--- config.mk ---
export PLATFORM = sky130hd
export DESIGN_NAME = nonrestoring_div_seq
export DESIGN_NICKNAME = d
export VERILOG_FILES = /design/src/rtl/nonrestoring_div_seq_pkg.sv /design/src/rtl/nonrestoring_div_seq_abs_sign.sv /design/src/rtl/nonrestoring_div_seq.sv
export SDC_FILE = /design/constraint.sdc
export NUM_CORES = 1
export LEC_CHECK = 0
export ABC_AREA = 1
export CAP_MARGIN = 25
export CORE_MARGIN = 2
export CORE_UTILIZATION = 60
export DETAILED_ROUTE_END_ITERATION = 16
export DONT_BUFFER_PORTS = 1
export MAX_ROUTING_LAYER = met4
export PLACE_DENSITY = 0.85
export SLEW_MARGIN = 20
export SYNTH_ARGS = -nofsm -noshare
export SYNTH_HDL_FRONTEND = slang
export SYNTH_SLANG_ARGS = --single-unit
export TNS_END_PERCENT = 50
--- constraint.sdc ---
create_clock -name clk -period 17.32 [get_ports clk]
set_input_delay 3.464 -clock clk [delete_from_list [all_inputs] [get_ports clk]]
set_output_delay 3.464 -clock clk [all_outputs]
set_load 0.05 [all_outputs]
--- src/rtl/nonrestoring_div_seq_pkg.sv ---
// rtl/nonrestoring_div_seq_pkg.sv - shared ALU width default and divider state encoding
package nonrestoring_div_seq_pkg;

    localparam int ALU_DATA_WIDTH = 32;

    typedef enum logic [1:0] {
        ST_IDLE = 2'd0,
        ST_CALC = 2'd1,
        ST_FIX  = 2'd2,
        ST_DONE = 2'd3
    } div_state_e;

endpackage

--- src/rtl/nonrestoring_div_seq_abs_sign.sv ---
// rtl/nonrestoring_div_seq_abs_sign.sv - two's-complement conditional negate (absolute value / sign apply)
module div_abs_sign #(
    parameter int WIDTH = 32
) (
    input  logic [WIDTH-1:0] i_value,
    input  logic             i_negate,
    output logic [WIDTH-1:0] o_value
);

    // Result is read as unsigned, so -MIN_INT yields 2^(WIDTH-1) rather than overflowing.
    assign o_value = i_negate ? ((~i_value) + WIDTH'(1)) : i_value;

endmodule

--- src/rtl/nonrestoring_div_seq.sv ---
// rtl/nonrestoring_div_seq.sv - multi-cycle signed non-restoring divider (quotient to LO, remainder to HI)
module nonrestoring_div_seq
    import nonrestoring_div_seq_pkg::*;
#(
    parameter int DATA_WIDTH = ALU_DATA_WIDTH
) (
    input  logic                  clk,
    input  logic                  reset,
    input  logic                  start,
    input  logic [DATA_WIDTH-1:0] dividend,
    input  logic [DATA_WIDTH-1:0] divisor,
    output logic                  busy,
    output logic                  done,
    output logic [DATA_WIDTH-1:0] quotient,
    output logic [DATA_WIDTH-1:0] remainder,
    output logic                  div_by_zero
);

    localparam int CW = $clog2(DATA_WIDTH);

    div_state_e r_state;
    div_state_e w_next;

    logic [DATA_WIDTH:0]   r_p;
    logic [DATA_WIDTH-1:0] r_a;
    logic [DATA_WIDTH-1:0] r_d;
    logic [CW-1:0]         r_cnt;
    logic                  r_sign_q;
    logic                  r_sign_r;

    logic                  w_div_zero;
    logic [DATA_WIDTH-1:0] w_abs_n;
    logic [DATA_WIDTH-1:0] w_abs_d;
    logic [DATA_WIDTH:0]   w_d_ext;
    logic [DATA_WIDTH:0]   w_p_shift;
    logic [DATA_WIDTH:0]   w_p_step;
    logic [DATA_WIDTH-1:0] w_a_step;
    logic [DATA_WIDTH-1:0] w_p_fix;
    logic [DATA_WIDTH-1:0] w_q_signed;
    logic [DATA_WIDTH-1:0] w_r_signed;

    assign w_div_zero = (divisor == '0);

    div_abs_sign #(.WIDTH(DATA_WIDTH)) u_abs_n (
        .i_value (dividend),
        .i_negate(dividend[DATA_WIDTH-1]),
        .o_value (w_abs_n)
    );

    div_abs_sign #(.WIDTH(DATA_WIDTH)) u_abs_d (
        .i_value (divisor),
        .i_negate(divisor[DATA_WIDTH-1]),
        .o_value (w_abs_d)
    );

    // One non-restoring step: shift {P,A}, add or subtract |D| by the sign of P, new quotient bit.
    assign w_d_ext   = {1'b0, r_d};
    assign w_p_shift = {r_p[DATA_WIDTH-1:0], r_a[DATA_WIDTH-1]};
    assign w_p_step  = r_p[DATA_WIDTH] ? (w_p_shift + w_d_ext) : (w_p_shift - w_d_ext);
    assign w_a_step  = {r_a[DATA_WIDTH-2:0], ~w_p_step[DATA_WIDTH]};

    // A negative final P lies in [-|D|, 0), so the corrected remainder fits in DATA_WIDTH bits.
    assign w_p_fix = r_p[DATA_WIDTH] ? (r_p[DATA_WIDTH-1:0] + r_d) : r_p[DATA_WIDTH-1:0];

    div_abs_sign #(.WIDTH(DATA_WIDTH)) u_sign_q (
        .i_value (r_a),
        .i_negate(r_sign_q),
        .o_value (w_q_signed)
    );

    div_abs_sign #(.WIDTH(DATA_WIDTH)) u_sign_r (
        .i_value (w_p_fix),
        .i_negate(r_sign_r),
        .o_value (w_r_signed)
    );

    always_ff @(posedge clk or posedge reset) begin
        if (reset) begin
            r_state <= ST_IDLE;
        end else begin
            r_state <= w_next;
        end
    end

    always_comb begin
        w_next = r_state;
        busy   = 1'b0;
        done   = 1'b0;
        case (r_state)
            ST_IDLE: begin
                if (start) begin
                    w_next = w_div_zero ? ST_DONE : ST_CALC;
                end
            end
            ST_CALC: begin
                busy = 1'b1;
                if (r_cnt == '0) begin
                    w_next = ST_FIX;
                end
            end
            ST_FIX: begin
                busy   = 1'b1;
                w_next = ST_DONE;
            end
            ST_DONE: begin
                done   = 1'b1;
                w_next = ST_IDLE;
            end
            default: w_next = ST_IDLE;
        endcase
    end

    always_ff @(posedge clk or posedge reset) begin
        if (reset) begin
            r_p         <= '0;
            r_a         <= '0;
            r_d         <= '0;
            r_cnt       <= '0;
            r_sign_q    <= 1'b0;
            r_sign_r    <= 1'b0;
            quotient    <= '0;
            remainder   <= '0;
            div_by_zero <= 1'b0;
        end else begin
            case (r_state)
                ST_IDLE: begin
                    if (start) begin
                        r_sign_q    <= dividend[DATA_WIDTH-1] ^ divisor[DATA_WIDTH-1];
                        r_sign_r    <= dividend[DATA_WIDTH-1];
                        r_p         <= '0;
                        r_a         <= w_abs_n;
                        r_d         <= w_abs_d;
                        r_cnt       <= CW'(DATA_WIDTH - 1);
                        div_by_zero <= w_div_zero;
                        if (w_div_zero) begin
                            quotient  <= '1;
                            remainder <= dividend;
                        end
                    end
                end
                ST_CALC: begin
                    r_p   <= w_p_step;
                    r_a   <= w_a_step;
                    r_cnt <= r_cnt - CW'(1);
                end
                ST_FIX: begin
                    quotient  <= w_q_signed;
                    remainder <= w_r_signed;
                end
                default: begin
                end
            endcase
        end
    end

endmodule
==> flow_metrics.tcl <==
set metrics [dict create \
    outcome "finished clean" \
    yosys_register_bits 171 \
    cts_root_buffer "clkbuf_16" \
    busiest_layer "met2" \
    viasPerCell 5.892 \
    crit-reg2reg-launch "r_d[1]" \
    synth_top_family_by_area "simple AND/OR/NAND/NOR gates" \
    leakage_nw 8.268 \
    gr-usage-met1 0.5097 \
    max_slew.worst_pin.slew_ps 923.2 \
    post-route-util 0.6437 \
    row_count 58 \
    cp-end-kind "register" \
    swShare 0.5923 \
    synth_compound_area_frac 0.1683 \
    drt-initial-drc-count 1849 \
    placed_area_sq_um 15540 \
    dieArea_sq_um 26850 \
    yosys.area_share.xor_xnor 0.04455 \
    async_reset_ff_frac 1.000 \
    n_antenna_cell 0 \
    num_io_pins 134 \
    maxCapViolations 0 \
    numCtsBuffers 17 \
    ir_drop_uv 201.4 \
    grt-ovfl-total 0 \
    holdCritPathClass "reg -> reg" \
    internal_power_w 0.001537 \
    cts.sinks 171 \
    ys_seq_area_frac 0.2791 \
    met2_usage 0.5691 \
    grt_max_degree 94 \
    antenna_found_initial 0 \
    die_width_microns 163.9 \
    yosysUniqueCellTypes 56 \
    yosysWarnings 0 \
    wire_per_inst_microns 17.80 \
    finalMaxSlewViolations 0 \
    final-hold-violation-count 0 \
    relSlewSlack 0.3824 \
    finalCritPeriodShare 0.3861 \
    fp.dieH_microns 163.9 \
    avgSynthCellArea_sq_um 6.271 \
    fin_nets 2545 \
    first_pass_iters 6 \
    initial_core_util 0.6107 \
    grt_first_pass_wirelength_mm 77.45 \
    path_cells "inv_1 > ha_1 > nand3_1 > nor2_1 > nand2_1 > nor3_2 > nand4_1 > nor4_2 > nand2_1 > a21oi_4 > buf_4 > inv_2 > nor2_4 > a31oi_1" \
    fmax_mhz 149.5 \
    syn2layout_area_growth_pct 5.402 \
    power.switching_w 0.002232 \
    finalSetupViolCount 0 \
    syn_area_sq_um 15330 \
    post-cts-setup-buffer-count 0 \
    synthCells 2445 \
    yosys-mux-area-fraction 0 \
    start_kind "input pin" \
    power_w 0.003769 \
    synth-main-ff-cell "dfrtp_1" \
    worst_path_largest_cell_delay_ps 730 \
    startpoint "divisor[1]" \
    met3_usage 0.07020 \
    holdWs_ps 512.9 \
    synth_edf_count 0 \
    cp_data_arrival_time_ps 6970 \
    htreeDepth 4 \
    final_layout_size_suffix_gt1_frac 0.04638 \
    cts_tree "done" \
    synthAdderAreaFrac 0.06299 \
    numPortBuffers 0 \
    antenna_left 0 \
    routed_wl_mm 48.86 \
    coreArea_sq_um 25110 \
    first_global_vias 15010 \
    fin_setup_tns_ps 0 \
    synthesis.nets 2588 \
    cts_buffer_depth 2 \
    pwr-share-seq 0.264 \
    crit_top_cell "nand2_1" \
    combinationalPowerShare 0.631 \
    drc 0 \
    clock_latency_ps 450 \
    stdcell_area_sq_um 16160 \
    cp_max_fo 55 \
    crit_type "in -> reg" \
    track_usage 0.3772 \
    clk_pin_slew_ps 80 \
    rsz0062_at_grt "false" \
    power_density_nw_per_um2 233.2 \
    fin_skew_ps 27.14 \
    hold_start "r_cnt[4]" \
    crit_family "simple AND/OR/NAND/NOR gates" \
    critPathBufInv 3 \
    postCtsResizedCells 0 \
    clkPwrFrac 0.105 \
    period_minus_slack_ps 6687 \
    slowest_stage "nor2_4" \
    hpwl_mm 37.60 \
    hold_buffers 0 \
    num_vias 16173 \
    synth-simple-area-share 0.3404 \
    gp_congestion 0.9708 \
    cp.required_ps 17610 \
]
-- tightest hold or removal path, stage by stage, from the launching register on --
cell     delay [ps]
dfrtp_1         360
nand2_1          60
nand3_1          60
-- synthesized netlist by cell type (5+ instances only) --
cell,count,area share
a21oi_1,149,0.049
a31oi_1,30,0.012
buf_1,5,0.0012
buf_2,14,0.0046
clkbuf_1,53,0.013
dfrtp_1,171,0.28
ha_1,74,0.060
inv_1,329,0.081
inv_2,10,0.0024
nand2_1,701,0.17
nand2_2,10,0.0041
nand3_1,164,0.054
nand3b_1,10,0.0049
nand4_1,28,0.011
nor2_1,229,0.056
nor2_2,6,0.0024
nor3_1,30,0.0098
nor3_2,7,0.0046
nor4_1,12,0.0049
o211ai_1,24,0.012
o21a_1,6,0.0029
o21ai_0,200,0.065
o21ai_1,25,0.0082
o22ai_1,10,0.0041
o31ai_1,5,0.0024
or2_2,17,0.0069
xnor2_1,18,0.010
xor2_1,60,0.034
-- placed cells by master, fill, tap and decap left out, types with 3 or more instances in the layout --
master | netlist | routed
a21boi_0 | 3 | 3
o21ai_1 | 25 | 24
nor4_1 | 12 | 12
ha_1 | 74 | 74
inv_1 | 329 | 328
inv_8 | 0 | 3
nand3_2 | 3 | 3
clkinv_8 | 0 | 5
o21ai_0 | 200 | 200
o22ai_1 | 10 | 10
nand3_1 | 164 | 164
o31ai_1 | 5 | 5
and2_1 | 4 | 4
clkbuf_16 | 0 | 17
o211ai_1 | 24 | 24
a21o_1 | 4 | 4
buf_4 | 1 | 12
a31oi_1 | 30 | 30
nand3b_1 | 10 | 10
nor2_4 | 4 | 4
nand4_1 | 28 | 28
dfrtp_1 | 171 | 171
a21oi_1 | 149 | 149
nand2_2 | 10 | 11
nor2_1 | 229 | 229
xnor2_1 | 18 | 18
or2_2 | 17 | 17
o21a_1 | 6 | 6
nor3_1 | 30 | 30
nand2_1 | 701 | 700
nor3_2 | 7 | 7
xor2_1 | 60 | 60
inv_6 | 0 | 4
inv_2 | 10 | 10
nor2_2 | 6 | 6
-- registers in the layout, indices dropped and copies added (netlist names) --
signal       cells
div_by_zero      1
quotient        32
r_sign_q         1
r_sign_r         1
r_cnt            5
r_d             32
r_p             33
remainder       32
r_state          2
r_a             32
-- cell families after synthesis --
kind of cell    Yosys count
buf+inv                 417
compound gates          471
simple gates           1232
xor+xnor                 78
flops                   171
fa+ha+maj                76
-- metrics by stage --
step,worst slack (ps),instances
2_1_floorplan,9224,2445
3_3_place_gp,10360,2712
3_5_place_dp,10220,2712
4_1_cts,10660,2744
5_1_grt,10290,2745
6_report,10630,2745
-- final cells by class --
type                    count  area (sq um)
flip-flops and latches    171          4279
well taps                 330         412.9
fillers                  2386          8947
inverters                 342          1291
clock buffers              17         425.4
clock inverters            15         171.4
repair buffers             13         117.6
multi-input cells        1857          9464
-- routing by layer --
metal  vias to the layer above  part of all wire
met3                       118             0.095
met5                         -                 0
met2                       797              0.44
met4                         0             0.031
met1                      7404              0.43
li1                       7854                 -
-- worst paths after layout --
kind                                  to  slack [ps]  depth (start not counted)
max                         quotient[19]       10630                         14
min in group asynchronous  remainder[31]        3010                          1
max reg2reg                      r_p[21]       12780                         18
min                             r_cnt[4]         510                          2
max in group asynchronous    quotient[1]       12970                          3
min reg2reg                     r_cnt[4]         510                          2
-- power groups by stage --
stage	registers, W	logic, W	clock network [W]
finish	0.000994	0.00238	0.000397
global route	0.00101	0.00269	0.000415
CTS	0.000983	0.00233	0.000397
detailed placement	0.000991	0.00231	0
global placement	0.000984	0.00224	0
floorplan	0.000910	0.00179	0
Power figures use the tool's default switching activity.
